--- src/rtl/logic_axi4_lite_pkg.sv ---
// Shared AXI4-Lite types.
//   access_t   : AxPROT encoding {instruction, non-secure, privileged}
//   response_t : xRESP encoding
package logic_axi4_lite_pkg;

  typedef logic [2:0] access_t;

  typedef enum logic [1:0] {
    OKAY   = 2'b00,
    EXOKAY = 2'b01,
    SLVERR = 2'b10,
    DECERR = 2'b11
  } response_t;

endpackage

--- src/rtl/logic_axi4_lite_write_arbiter.sv ---
// Round-robin arbiter sharing one downstream AXI4-Lite write path (AW, W, B)
// among MASTERS upstream requesters. A grant is held for one complete write,
// from AW/W acceptance through delivery of the write response.
//
// Ports:
//   aclk, areset_n              clock, asynchronous active-low reset
//   slave_aw*/slave_w*/slave_b* per-requester upstream channels
//   master_aw*/master_w*/master_b* single downstream channel set
module logic_axi4_lite_write_arbiter #(
  parameter int unsigned MASTERS       = 2,
  parameter int unsigned DATA_BYTES    = 4,
  parameter int unsigned ADDRESS_WIDTH = 10
) (
  input  logic                                        aclk,
  input  logic                                        areset_n,
  input  logic [MASTERS-1:0]                          slave_awvalid,
  input  logic [MASTERS-1:0][ADDRESS_WIDTH-1:0]       slave_awaddr,
  input  logic_axi4_lite_pkg::access_t [MASTERS-1:0]  slave_awprot,
  output logic [MASTERS-1:0]                          slave_awready,
  input  logic [MASTERS-1:0]                          slave_wvalid,
  input  logic [MASTERS-1:0][DATA_BYTES-1:0][7:0]     slave_wdata,
  input  logic [MASTERS-1:0][DATA_BYTES-1:0]          slave_wstrb,
  output logic [MASTERS-1:0]                          slave_wready,
  input  logic [MASTERS-1:0]                          slave_bready,
  output logic [MASTERS-1:0]                          slave_bvalid,
  output logic_axi4_lite_pkg::response_t [MASTERS-1:0] slave_bresp,
  output logic                                        master_awvalid,
  output logic [ADDRESS_WIDTH-1:0]                    master_awaddr,
  output logic_axi4_lite_pkg::access_t                master_awprot,
  input  logic                                        master_awready,
  output logic                                        master_wvalid,
  output logic [DATA_BYTES*8-1:0]                     master_wdata,
  output logic [DATA_BYTES-1:0]                       master_wstrb,
  input  logic                                        master_wready,
  input  logic                                        master_bvalid,
  input  logic_axi4_lite_pkg::response_t              master_bresp,
  output logic                                        master_bready
);

  localparam int unsigned GW = (MASTERS > 1) ? $clog2(MASTERS) : 1;
  localparam logic [GW-1:0] LAST = GW'(MASTERS - 1);

  typedef enum logic [1:0] {IDLE, XFER, RESP} state_t;

  state_t          state, state_d;
  logic [GW-1:0]   grant, grant_d;
  logic [GW-1:0]   pointer, pointer_d;
  logic            aw_done, aw_done_d;
  logic            w_done, w_done_d;
  logic [MASTERS-1:0] req;
  logic [GW-1:0]   pick;
  logic            aw_hs, w_hs;

  assign req = slave_awvalid | slave_wvalid;

  // Round-robin pick: first requester at or after pointer, wrapping.
  always_comb begin
    int unsigned idx;
    logic        found;
    pick  = pointer;
    found = 1'b0;
    idx   = 0;
    for (int unsigned k = 0; k < MASTERS; k++) begin
      idx = (32'(pointer) + k) % MASTERS;
      if (!found && req[idx]) begin
        pick  = GW'(idx);
        found = 1'b1;
      end
    end
  end

  always_ff @(posedge aclk or negedge areset_n) begin
    if (!areset_n) begin
      state   <= IDLE;
      grant   <= '0;
      pointer <= '0;
      aw_done <= 1'b0;
      w_done  <= 1'b0;
    end else begin
      state   <= state_d;
      grant   <= grant_d;
      pointer <= pointer_d;
      aw_done <= aw_done_d;
      w_done  <= w_done_d;
    end
  end

  always_comb begin
    state_d   = state;
    grant_d   = grant;
    pointer_d = pointer;
    aw_done_d = aw_done;
    w_done_d  = w_done;
    aw_hs     = 1'b0;
    w_hs      = 1'b0;

    slave_awready = '0;
    slave_wready  = '0;
    slave_bvalid  = '0;
    for (int unsigned i = 0; i < MASTERS; i++) begin
      slave_bresp[i] = logic_axi4_lite_pkg::OKAY;
    end

    // Payloads follow grant in every state; only handshakes are gated.
    master_awvalid = 1'b0;
    master_awaddr  = slave_awaddr[grant];
    master_awprot  = slave_awprot[grant];
    master_wvalid  = 1'b0;
    master_wdata   = slave_wdata[grant];
    master_wstrb   = slave_wstrb[grant];
    master_bready  = 1'b0;

    case (state)
      IDLE: begin
        if (|req) begin
          grant_d   = pick;
          aw_done_d = 1'b0;
          w_done_d  = 1'b0;
          state_d   = XFER;
        end
      end
      XFER: begin
        master_awvalid       = slave_awvalid[grant] & ~aw_done;
        master_wvalid        = slave_wvalid[grant] & ~w_done;
        slave_awready[grant] = master_awready & ~aw_done;
        slave_wready[grant]  = master_wready & ~w_done;
        aw_hs     = master_awvalid & master_awready;
        w_hs      = master_wvalid & master_wready;
        aw_done_d = aw_done | aw_hs;
        w_done_d  = w_done | w_hs;
        if (aw_done_d && w_done_d) begin
          state_d = RESP;
        end
      end
      RESP: begin
        slave_bvalid[grant] = master_bvalid;
        slave_bresp[grant]  = master_bresp;
        master_bready       = slave_bready[grant];
        if (master_bvalid && master_bready) begin
          pointer_d = (grant == LAST) ? '0 : grant + 1'b1;
          state_d   = IDLE;
        end
      end
      default: state_d = IDLE;
    endcase
  end

endmodule

--- config.mk ---
export PLATFORM = sky130hd
export DESIGN_NAME = logic_axi4_lite_write_arbiter
export DESIGN_NICKNAME = d
export VERILOG_FILES = /design/src/rtl/logic_axi4_lite_pkg.sv /design/src/rtl/logic_axi4_lite_write_arbiter.sv
export SDC_FILE = /design/constraint.sdc
export NUM_CORES = 1
export LEC_CHECK = 0
export ABC_AREA = 1
export CAP_MARGIN = 5
export CORE_UTILIZATION = 24
export DETAILED_ROUTE_END_ITERATION = 12
export GPL_TIMING_DRIVEN = 1
export PLACE_DENSITY = 0.87
export REMOVE_ABC_BUFFERS = 1
export SKIP_CTS_REPAIR_TIMING = 1
export SYNTH_ARGS = -nofsm -noshare
export SYNTH_HDL_FRONTEND = slang
export SYNTH_SLANG_ARGS = --single-unit
--- constraint.sdc ---
create_clock -name aclk -period 3.6 [get_ports aclk]
set_clock_uncertainty 0.05 [all_clocks]
set_input_delay 0.72 -clock aclk [delete_from_list [all_inputs] [get_ports aclk]]
set_output_delay 0.72 -clock aclk [all_outputs]
set_load 0.02 [all_outputs]
# Word level (Yosys, flattened, before mapping)
# Cells that the tools add are included.
# Widths: inputs -> output; s select.
dict set report totals {
  inputBits 111
  mem_bits_ro 0
  ramBits 0
  wordCells 82
  latchBits 0
  mem_count 0
  reg_bits 6
}
dict set report classes {
  n_mul 0
  shift 0
  div_mod_pow 0
  n_addsub 2
  n_mux 39
  eq_ne 5
  n_reduce_logical 12
  order_cmp 4
  bitwise_logic 15
}
# operator n
set op_table {}
lappend op_table {{$mux 32} 2}
lappend op_table {{$mux 10} 2}
lappend op_table {{$mux 1} 18}
lappend op_table {{$mux 2} 7}
lappend op_table {{$mux 4} 3}
lappend op_table {{$and 1x1->1} 6}
lappend op_table {{$and 2x2->2} 3}
lappend op_table {{$lt 1x2->1 const B} 3}
lappend op_table {{$mux 3} 2}
lappend op_table {{$ne 2x2->1 const B} 3}
lappend op_table {{$pmux 2 s3} 1}
lappend op_table {{$reduce_and 2->1} 3}
lappend op_table {{$and 4x4->4} 1}
lappend op_table {{$logic_and 1x1->1} 4}
lappend op_table {{$pmux 1 s2} 2}
lappend op_table {{$reduce_and 3->1} 1}
lappend op_table {{$add 1x1->1 const B} 2}
lappend op_table {{$demux 2 s1} 1}
lappend op_table {{$eq 2x1->1 const B} 1}
lappend op_table {{$eq 2x2->1 const B} 1}
lappend op_table {{$logic_not 2->1} 1}
lappend op_table {{$not 1->1} 2}
lappend op_table {{$or 1x1->1} 2}
lappend op_table {{$or 2x2->2} 1}
lappend op_table {{other kinds (5)} 5}

# Depth between registers and ports, before layout
dict set report logic_depth {
  word_depth 8
  depth_mapped 7
}

# Worst setup path after synthesis
# No wires, ideal clock.
dict set report synth_path {
  path_type {input to output}
  from {in master_awready}
  to {out slave_awready[0]}
  path_stages 2
  slack_ps 1565
  arrival_ps 1265
  required_time_ps 2830
  path_cell_list {nand2_1 nor3_1}
}
dict set report synth_via {
  elab_chain_cells 3
}
# item line
set synth_rtl {}
lappend synth_rtl {{start: declaration} logic_axi4_lite_write_arbiter.sv:30} ;# input logic master_awready,
lappend synth_rtl {{$and 1x1->1} logic_axi4_lite_write_arbiter.sv:125} ;# slave_awready[grant] = master_awready & ~aw_done;
lappend synth_rtl {{$and 2x2->2 (no source line)} --}
lappend synth_rtl {{$mux 2} logic_axi4_lite_write_arbiter.sv:113} ;# case (state)
lappend synth_rtl {{end: declaration} logic_axi4_lite_write_arbiter.sv:19} ;# output logic [MASTERS-1:0] slave_awready,
# No other way between the ends.

# Worst setup path after layout
dict set report layout_path {
  from {in master_wready}
  to {out slave_wready[1]}
}
dict set report layout_via {
  elab_chain_cells 3
}
# item line
set layout_rtl {}
lappend layout_rtl {{start: declaration} logic_axi4_lite_write_arbiter.sv:34} ;# input logic master_wready,
lappend layout_rtl {{$and 1x1->1} logic_axi4_lite_write_arbiter.sv:126} ;# slave_wready[grant] = master_wready & ~w_done;
lappend layout_rtl {{$and 2x2->2 (no source line)} --}
lappend layout_rtl {{$mux 2} logic_axi4_lite_write_arbiter.sv:113}
lappend layout_rtl {{end: declaration} logic_axi4_lite_write_arbiter.sv:23} ;# output logic [MASTERS-1:0] slave_wready,
# No other way between the ends.

==> metrics.yaml <==
power_and_ir_drop:
  pwr-share-comb_pct: 84.2
  power-per-cell-area_mw_per_mm2: 522
  net-switching-power_w: 0.000738
  irDropWorstVdd_mv: 0.404
  power.clock.fraction_pct: 7.1
  p_sw_share_pct: 49.8
  power_frac_seq_pct: 8.7
  cell_internal_power_w: 0.000743
  p_leak_nw: 1.34
logic_synthesis:
  area_of_the_mapped_netlist_mm2: 0.00106
  yosysSeqAreaShare_pct: 14.2
  synth.ff_latch_count: 6
  synthDominantCellAreaShare_pct: 59.1
  syn_avg_cell_area_um2: 4.69
  syn-instance-count: 226
  number_of_warnings_issued_by_yosys: 0
  library_cells_used_by_synthesis: 17
  synth.area.top_cells: "nand2_1, dfrtp_1, nor3_1"
  post-synth-top-area-cell: "nand2_1"
clock_network:
  ctsLongestPathBuffers: 2
  clock_buffers_created_by_tritoncts: 3
  cts_tree: "done"
  number_of_sinks_driven_by_the_clock_tree: 6
  clkTransAtPathRegs_ns: 0.04
  cts_root_buffer: "clkbuf_8"
  deepest_level_of_the_cts_h_tree: 1
  insertion_delay_of_the_later_clocked_pin_in_the_worst_skew_pair_ns: 0.23
hold_path:
  min_from: "pointer$_DFFE_PN0P_"
  hold_end: "pointer$_DFFE_PN0P_"
  hold_class: "register to register"
  min_delay_path_depth: 2
routing:
  dr.max_layer_used: "met4"
  routed-via-count: 1967
  drt_drc_violations_left: 0
  wl_per_cell_um: 11.7
  detailedRoute.firstIterationViolations: 103
  dr.pass1.iters: 4
  final_antenna_violating_net_count: 0
  drt-total-wl_um: 5190
  route.detailed.vias_per_inst: 4.44
  route.layer.met1.wl_um: 1850
  route.met2.wl_um: 2620
  met3WireLength_um: 580
global_routing:
  grt_antenna_before_repair: 0
  vias_in_the_first_global_route: 1663
  grt_first_pass_wirelength_um: 7210
  grt_overflow: 0
  grt_max_degree: 59
  grt_usage_pct: 20.2
sta:
  final_number_of_setup_violating_endpoints: 0
  setup_slack_ns: 0.692
  setup_repair_after_global_routing_missed_its_margin: "no"
  finalHoldViolCount: 0
  timing_worst_slew_pin_value_ns: 0.559
  max_slew_margin_pct: 62.7
  fmax_ghz: 0.344
  setup-tns-final_ns: 0
  drv_slew: 0
  timing.final.crit_period_ns: 2.91
  period_share_pct: 80.8
die:
  core_area_mm2: 0.00412
  chipHeight_um: 68.5
  std_cell_rows: 23
  die_x_um: 68.5
  io_pins: 173
  die_area_mm2: 0.00469
  start_util_pct: 25.8
status:
  run_status: "complete, no violations"
cells_and_area:
  final.fill_count: 366
  n_antenna_cell: 0
  final_core_utilization_pct: 69.0
  area.growth.synth_to_final_pct: 168
  final_nets: 505
  post_route_cells_drive_above_1_share_pct: 3.56
worst_setup_path:
  critPathLaunchType: "input port"
  critPathArrivalTime_ns: 2.14
  endpoint_of_the_worst_slack_reg_to_reg_timing_path: "pointer$_DFFE_PN0P_"
  r2r-start: "grant$_DFFE_PN0P_"
  critical_path_class: "input port to output pin"
  crit_required_ns: 2.83
  element_type_at_the_critical_path_end: "output pin"
  worstRegToRegCells: 6
  reg2reg_slack_ns: 2.00
  worst-path-max-fanout: 2
placement:
  pre_cts_ws_ns: 0.689
  post-dp-hpwl_um: 4240
  buffer_ports.inserted: 172
  finalWeightedCongestion: 0.781
job:
  drv_cap: 0
## flip-flops by register name, indices dropped and copies added, names as in the netlist
name and cells:
grant 1, pointer 1, aw_done 1, state 2, w_done 1
## worst max-delay path by stage
stage	startpoint	end	cells past startpoint
floorplan	grant$_DFFE_PN0P_	slave_awready[1]	2
finish	master_wready	slave_wready[1]	4
global placement	slave_wvalid[1]	master_wvalid	6
global route	slave_wvalid[1]	master_wvalid	6
CTS	slave_wvalid[1]	master_wvalid	6
detailed placement	slave_wvalid[1]	master_wvalid	6
## kinds of logic after synthesis
group	after synthesis	synth area share, %
buffers and inverters	21	10.3
AND/OR/NAND/NOR	189	69.3
flip-flops	6	14.2
AO/OA/AOI/OAI	10	6.25
## cell usage after synthesis
| cell | instances |
|---|---|
| nand2_1 | 167 |
| nor3_1 | 10 |
| buf_2 | 9 |
| inv_1 | 7 |
| dfrtp_1 | 6 |
| nor2_1 | 6 |
| nand3_1 | 4 |
| a21oi_1 | 3 |
| o21ai_0 | 3 |
| a21oi_2 | 2 |
| buf_6 | 2 |
| inv_2 | 2 |
| buf_4 | 1 |
| nor2_2 | 1 |
| nor3_2 | 1 |
| o21bai_2 | 1 |
| o31ai_1 | 1 |
## area by class of cell
class | instances | area, um^2 | share of cell area [%]
timing repair buffer | 175 | 1740 | 61.4
multi-input combinational | 199 | 802 | 28.3
sequential | 6 | 151 | 5.33
tap | 50 | 62.6 | 2.20
clock buffer | 4 | 45.0 | 1.59
inverter | 9 | 33.8 | 1.19
## worst max-delay path: stages
cell and delay, ns:
clkdlybuf4s50_1 0.51, nand2_1 0.08, nor3_1 0.19, clkdlybuf4s50_1 0.64
## cell usage in the layout, fill, tap and decap left out
| cell type | Yosys | layout |
|---|---|---|
| o31ai_1 | 1 | 1 |
| inv_2 | 2 | 2 |
| nand2_1 | 167 | 167 |
| a21oi_2 | 2 | 2 |
| clkdlybuf4s50_1 | 0 | 172 |
| nor3_1 | 10 | 10 |
| dfrtp_1 | 6 | 5 |
| clkbuf_1 | 0 | 1 |
| dfrtp_2 | 0 | 1 |
| nor3_2 | 1 | 1 |
| o21bai_2 | 1 | 1 |
| clkbuf_8 | 0 | 3 |
| nor2_2 | 1 | 1 |
| o21ai_0 | 3 | 3 |
| buf_4 | 1 | 3 |
| nand3_1 | 4 | 4 |
| a21oi_1 | 3 | 3 |
| inv_1 | 7 | 7 |
| nor2_1 | 6 | 6 |
## layer usage
metal  track usage, %  up-vias
met3             5.43       16
met2             38.5      111
met1             20.3      822
li1                 -     1018
met5                0        -
met4             8.33        0
## power groups by stage
| stage | logic (W) | clock network, W | registers (W) |
|---|---|---|---|
| 2_1_floorplan | 0.000601 | 0 | 0.000161 |
| 3_5_place_dp | 0.00125 | 0 | 0.000126 |
| 5_1_grt | 0.00136 | 0.000112 | 0.000130 |
| 6_report | 0.00125 | 0.000106 | 0.000128 |
| 4_1_cts | 0.00126 | 0.000108 | 0.000126 |
| 3_3_place_gp | 0.00123 | 0 | 0.000123 |
## through the flow
stage,std cells,hold slack [ns],area [um^2],total power [W]
global route,443,0.505,2840,0.00161
detailed placement,439,0.478,2790,0.00137
finish,443,0.483,2840,0.00148
floorplan,214,0.374,986,0.000762
global placement,439,0.439,2790,0.00136
CTS,443,0.486,2840,0.00149
Power figures use the tool's default switching activity.
